===== config.mk =====
export PLATFORM = sky130hd
export DESIGN_NAME = seven_seg_reader
export DESIGN_NICKNAME = d
export VERILOG_FILES = /design/src/rtl/seven_seg_pkg.sv /design/src/rtl/seven_seg_pattern_lookup.sv /design/src/rtl/seven_seg_reader.sv
export SDC_FILE = /design/constraint.sdc
export NUM_CORES = 1
export LEC_CHECK = 0
export CORE_ASPECT_RATIO = 1.75
export CORE_MARGIN = 2
export CORE_UTILIZATION = 60
export DETAILED_ROUTE_END_ITERATION = 16
export GPL_TIMING_DRIVEN = 1
export PLACE_DENSITY = 0.95
export SLEW_MARGIN = 20
export SYNTH_ARGS = -nofsm -noshare
export SYNTH_HDL_FRONTEND = slang
export SYNTH_SLANG_ARGS = --single-unit
export TNS_END_PERCENT = 1

===== constraint.sdc =====
create_clock -name clock -period 3.55 [get_ports clock]
set_clock_uncertainty 0.2 [all_clocks]
set_input_delay 0.5325 -clock clock [delete_from_list [all_inputs] [get_ports clock]]
set_output_delay 0.5325 -clock clock [all_outputs]
set_load 0.05 [all_outputs]

===== src/rtl/seven_seg_pkg.sv =====
// Shared 7-segment definitions: active-low patterns (bit 0 = segment 0) and the reader FSM state type.
package seven_seg_pkg;

  localparam logic [6:0] SEG_0     = 7'b1000000;
  localparam logic [6:0] SEG_1     = 7'b1111001;
  localparam logic [6:0] SEG_2     = 7'b0100100;
  localparam logic [6:0] SEG_3     = 7'b0110000;
  localparam logic [6:0] SEG_4     = 7'b0011001;
  localparam logic [6:0] SEG_5     = 7'b0010010;
  localparam logic [6:0] SEG_6     = 7'b0000010;
  localparam logic [6:0] SEG_7     = 7'b1111000;
  localparam logic [6:0] SEG_8     = 7'b0000000;
  localparam logic [6:0] SEG_9     = 7'b0010000;
  localparam logic [6:0] SEG_A     = 7'b0010001;
  localparam logic [6:0] SEG_C     = 7'b0000110;
  localparam logic [6:0] SEG_E     = 7'b1001000;
  localparam logic [6:0] SEG_BLANK = 7'b1111111;

  typedef enum logic {
    LOCKED = 1'b0,
    TRACK  = 1'b1
  } state_t;

endpackage


===== src/rtl/seven_seg_pattern_lookup.sv =====
// Combinational inverse of the hex decoder: segment pattern to {bad, code}.
module seven_seg_pattern_lookup
  import seven_seg_pkg::*;
(
  input  logic [6:0] seg,
  output logic [3:0] code,
  output logic       bad
);

  // SEG_1 is also the pattern the forward decoder uses for B and D; it always reads back as 1.
  always_comb begin
    code = 4'hF;
    bad  = 1'b0;
    case (seg)
      SEG_0:     code = 4'h0;
      SEG_1:     code = 4'h1;
      SEG_2:     code = 4'h2;
      SEG_3:     code = 4'h3;
      SEG_4:     code = 4'h4;
      SEG_5:     code = 4'h5;
      SEG_6:     code = 4'h6;
      SEG_7:     code = 4'h7;
      SEG_8:     code = 4'h8;
      SEG_9:     code = 4'h9;
      SEG_A:     code = 4'hA;
      SEG_C:     code = 4'hC;
      SEG_E:     code = 4'hE;
      SEG_BLANK: code = 4'hF;
      default: begin
        code = 4'hF;
        bad  = 1'b1;
      end
    endcase
  end

endmodule


===== src/rtl/seven_seg_reader.sv =====
// Debounces an active-low segment bus and reports each newly stable pattern once
// through a single-entry valid/ready buffer, flagging unknown patterns and drops.
module seven_seg_reader
  import seven_seg_pkg::*;
#(
  parameter int unsigned STABLE_CYCLES = 4
) (
  input  logic       clock,
  input  logic       reset,
  input  logic [6:0] seg_in,
  output logic [3:0] out_code,
  output logic       out_bad,
  output logic       out_valid,
  input  logic       out_ready,
  output logic       overrun,
  input  logic       clear_overrun
);

  localparam logic [7:0] CNT_MAX    = 8'(STABLE_CYCLES - 1);
  localparam logic [7:0] ACCEPT_CNT = 8'(STABLE_CYCLES - 2);

  logic [6:0] r_samp_q;
  logic [7:0] r_cnt;
  logic [6:0] r_last_acc;
  state_t     r_state;
  state_t     w_state_nxt;
  logic [3:0] r_out_code;
  logic       r_out_bad;
  logic       r_out_valid;
  logic       r_overrun;

  logic       w_diff;
  logic       w_accept;
  logic       w_emit;
  logic       w_drain;
  logic       w_load;
  logic       w_drop;
  logic [3:0] w_code;
  logic       w_bad;

  assign w_diff = (seg_in != r_samp_q);

  seven_seg_pattern_lookup u_lookup (
    .seg  (r_samp_q),
    .code (w_code),
    .bad  (w_bad)
  );

  always_ff @(posedge clock or posedge reset) begin
    if (reset) r_state <= LOCKED;
    else       r_state <= w_state_nxt;
  end

  always_comb begin
    w_state_nxt = r_state;
    if (r_state == LOCKED) begin
      if (w_diff) w_state_nxt = TRACK;
    end else begin
      if (!w_diff && (r_cnt == ACCEPT_CNT)) w_state_nxt = LOCKED;
    end
  end

  // Accept fires on the STABLE_CYCLES-th equal sample; only a pattern differing from the last accepted one is emitted.
  always_comb begin
    w_accept = (r_state == TRACK) && !w_diff && (r_cnt == ACCEPT_CNT);
    w_emit   = w_accept && (r_samp_q != r_last_acc);
    w_drain  = r_out_valid && out_ready;
    w_load   = w_emit && (!r_out_valid || w_drain);
    w_drop   = w_emit && r_out_valid && !out_ready;
  end

  always_ff @(posedge clock or posedge reset) begin
    if (reset) begin
      r_samp_q   <= SEG_BLANK;
      r_cnt      <= '0;
      r_last_acc <= SEG_BLANK;
    end else begin
      r_samp_q <= seg_in;
      if (w_diff)                r_cnt <= '0;
      else if (r_cnt != CNT_MAX) r_cnt <= r_cnt + 8'd1;
      if (w_emit) r_last_acc <= r_samp_q;
    end
  end

  always_ff @(posedge clock or posedge reset) begin
    if (reset) begin
      r_out_code  <= '0;
      r_out_bad   <= 1'b0;
      r_out_valid <= 1'b0;
      r_overrun   <= 1'b0;
    end else begin
      if (w_load) begin
        r_out_code  <= w_code;
        r_out_bad   <= w_bad;
        r_out_valid <= 1'b1;
      end else if (w_drain) begin
        r_out_valid <= 1'b0;
      end
      if (w_drop)             r_overrun <= 1'b1;
      else if (clear_overrun) r_overrun <= 1'b0;
    end
  end

  assign out_code  = r_out_code;
  assign out_bad   = r_out_bad;
  assign out_valid = r_out_valid;
  assign overrun   = r_overrun;

endmodule


==> run_results.csv <==
group,metric,value,unit
yosys,synth_edf_count,0,
worst_setup_path,critPathBufInv,1,
placed_design,gp_congestion,0.876,
finish,antennaDiodeCount,0,
floorplanning,chipWidth,44.3,um
global_route,grt_first_pass_wirelength,5930,um
floorplanning,floorplan.die.height,74.6,um
finish,fraction_of_layout_instances_using_a_drive_strength_above_1,21.3,%
sta,min_period_over_period,71.7,%
routing,drcViolationCount,0,
finish,syn2layout_area_growth,13.3,%
floorplanning,coreArea,0.00272,mm^2
sta,setup-tns-final,0,ns
pwr,irDropWorstVdd,0.303,mV
routing,first_iter_violations,50,
clock_network,cts.hold.buffers_added,0,
pwr,internal_power,531,uW
yosys,synthesis.area,0.00171,mm^2
clock_network,clk-insertion-delay-late,0.28,ns
worst_setup_path,worstSetupPathDepth,6,
worst_setup_path,critPathSlowestCell,"sky130_fd_sc_hd__clkdlybuf4s50_1",
yosys,netlist-cell-type-count,43,
yosys,synth-warning-count,0,
sta,finalHoldViolations,0,
worst_setup_path,ff2ff_path_depth,5,
clock_network,cts_post_setup_buffers_inserted,0,
pwr,share_comb_of_total_power,6.9,%
placed_design,detailed_place_hpwl,2670,um
routing,detailroute.via_count,1331,
worst_setup_path,path_delay_family,"simple AND/OR/NAND/NOR gates",
yosys,synth_top_cell_by_area,"sky130_fd_sc_hd__dfrtp_1",
worst_setup_path,critPathMaxFanout,9,
clock_network,cts-buffers-inserted,5,
finish,mostFrequentLayoutCell,"sky130_fd_sc_hd__clkdlybuf4s50_1",
pwr,leakagePower,0.000771,uW
floorplanning,floorplan.rows,25,
yosys,synth_sequential_area_ratio,44.9,%
sta,report.final.slew_viol_count,0,
yosys,post_synth_inst_count,163,
worst_setup_path,end_kind,"flop",
sta,setup_viol,0,
worst_setup_path,r2r_start,"r_samp_q[4]$_DFF_PP1_",
clock_network,root_buffer,"sky130_fd_sc_hd__clkbuf_8",
hold_path,timing.hold.worst.start,"overrun$_DFFE_PP0P_",
yosys,ys_seq_elements,30,
pwr,power_switching_share,23.8,%
global_route,grt_start_max_net_pins,31,
hold_path,min_path_type,"flop to flop",
sta,period_needed,2.54,ns
pwr,clock_power_share,40.3,%
pwr,total_switching_power,166,uW
global_route,number_of_global_route_vias_before_repair,1317,
floorplanning,area_enclosed_by_the_die_boundary,0.00331,mm^2
worst_setup_path,crit_path_start,"seg_in[4]",
global_route,globalRoute.totalOverflow,0,
yosys,netlist.area_leader.share,23.4,%
routing,routed_wl,3660,um
clock_network,cts.htree.levels,2,
sta,post_route_hold_slack,0.320,ns
clock_network,tritoncts,"built",
routing,wl_per_cell,17.9,um
placed_design,buffer_ports.inserted,17,
run_status,status,"finished clean",
clock_network,cts.repair.resized,0,
sta,fmax,393,MHz
sta,grt_setup_unrepaired,"no",
floorplanning,io-pin-count,18,
global_route,globalRouteTotalUtil,24.8,%
finish,final_cell_mix,"17 x sky130_fd_sc_hd__clkdlybuf4s50_1, 16 x sky130_fd_sc_hd__dfrtp_1, 14 x sky130_fd_sc_hd__dfstp_2",
pwr,power_density,360,mW/mm^2
worst_setup_path,critical_path_class,"primary input to flop",
yosys,ys.flop_type,"sky130_fd_sc_hd__dfrtp_1",
yosys,syn_area_per_cell,10.5,um^2
worst_setup_path,cp_cell_sequence,"clkdlybuf4s50_1 -> xor2_1 -> nor4_2 -> and4_1 -> and4_4 -> mux2_4",
sta,timing_worst_slew_pin_value,0.589,ns
yosys,netlist_top_cells_area,"sky130_fd_sc_hd__dfrtp_1 23%, sky130_fd_sc_hd__dfstp_2 22%, sky130_fd_sc_hd__mux2_4 6.1%, sky130_fd_sc_hd__xor2_1 5.6%, sky130_fd_sc_hd__xnor2_1 4.6%",
worst_setup_path,critical_path.startpoint_type,"primary input",
routing,ant_nets,0,
yosys,synth-async-reset-ratio,100,%
clock_network,clock_path_buffers,2,
sta,max_slew_margin,60.7,%
yosys,syn-num-nets,176,
worst_setup_path,cp_slowest_stage_delay,0.44,ns
pwr,seqPwrFrac,52.9,%
floorplanning,starting_density_of_the_core,62.8,%
clock_network,clkSinkCount,30,
flow_run,max_cap_viols,0,
routing,vias_per_cell,6.49,
worst_setup_path,arrival,2.55,ns
clock_network,path_clk_slew,0.06,ns
hold_path,min_path_cells,1,
global_route,grt_antenna_before_repair,0,
worst_setup_path,crit_required,3.56,ns
routing,drt_pass1_iterations,4,
finish,layout.nets,190,
[cells in the mapped netlist, types with 2 or more instances]
cell,n
sky130_fd_sc_hd__o21ai_0,2
sky130_fd_sc_hd__nor2_1,13
sky130_fd_sc_hd__nand3_1,6
sky130_fd_sc_hd__nor3_1,5
sky130_fd_sc_hd__a31oi_1,5
sky130_fd_sc_hd__buf_2,8
sky130_fd_sc_hd__nand2b_1,2
sky130_fd_sc_hd__nor4_1,3
sky130_fd_sc_hd__ha_1,2
sky130_fd_sc_hd__nand4_1,4
sky130_fd_sc_hd__nand2_1,9
sky130_fd_sc_hd__a21oi_1,7
sky130_fd_sc_hd__xnor2_1,9
sky130_fd_sc_hd__inv_1,5
sky130_fd_sc_hd__nor2b_1,2
sky130_fd_sc_hd__and3_1,2
sky130_fd_sc_hd__mux2_4,7
sky130_fd_sc_hd__or2_2,3
sky130_fd_sc_hd__a41oi_1,2
sky130_fd_sc_hd__nor3b_1,5
sky130_fd_sc_hd__dfrtp_1,16
sky130_fd_sc_hd__xor2_1,11
sky130_fd_sc_hd__dfstp_2,14
sky130_fd_sc_hd__nand3b_1,2
[registers in the layout, indices dropped and copies added (netlist names)]
| register | cells |
|---|---|
| r_cnt | 8 |
| r_last_acc | 7 |
| out_valid | 1 |
| overrun | 1 |
| r_state | 1 |
| r_samp_q | 7 |
| out_code | 4 |
| out_bad | 1 |
[power groups by stage]
stage	Clock, uW	Sequential (uW)	Combinational [uW]
after floorplan	0	360	38.9
after global placement	0	372	44.5
after detailed placement	0	373	47.3
after CTS	282	368	48.0
after global routing	298	369	52.4
final	281	368	47.7
[layer usage]
metal	track usage [%]	share of wire (%)
met5	0	0
met4	13.5	4.9
met3	5.58	4.2
met2	44.3	56
met1	26.3	35
[final cells by class]
class	instances	area [um^2]
clock inverter	1	5.00
multi-input combinational	118	855
clock buffer	7	86.3
timing repair buffer	17	170
inverter	5	18.8
tap	27	33.8
sequential	30	768
fill	197	785
[worst paths after layout]
check / to / slack [ns]
min in group asynchronous: r_cnt[0]$_DFFE_PP0P_ / 0.44
hold / removal: overrun$_DFFE_PP0P_ / 0.32
hold reg to reg: overrun$_DFFE_PP0P_ / 0.32
setup reg to reg: r_last_acc[0]$_DFFE_PP1P_ / 1.05
max in group asynchronous: r_cnt[7]$_DFFE_PP0P_ / 2.32
setup / recovery: r_last_acc[0]$_DFFE_PP1P_ / 1.01
[metrics by stage]
stage / instances / worst slack, ns / util [%] / cell area (um^2) / total power [uW]
floorplan: 163 / 1.36 / - / 1710 / 399
global placement: 197 / 0.805 / 67.8 / 1850 / 416
detailed placement: 197 / 0.761 / 67.8 / 1850 / 420
CTS: 205 / 1.00 / 71.2 / 1940 / 697
global route: 205 / 0.925 / 71.2 / 1940 / 720
finish: 205 / 1.01 / 71.2 / 1940 / 696
[cell families (layout without fill, tap and decap cells)]
| logic type | count (synthesis) | count (layout) | share of synthesized area, % |
|---|---|---|---|
| xor gates and xnor gates | 20 | 20 | 10.2 |
| muxes | 8 | 8 | 6.73 |
| AOI/OAI and AO/OA | 21 | 21 | 8.27 |
| and+or+nand+nor | 67 | 67 | 23.3 |
| buffers and inverters | 15 | 30 | 5.05 |
| DFF | 30 | 30 | 44.9 |
| adders and majority gates | 2 | 2 | 1.46 |
(Power assumes the default switching activity.)
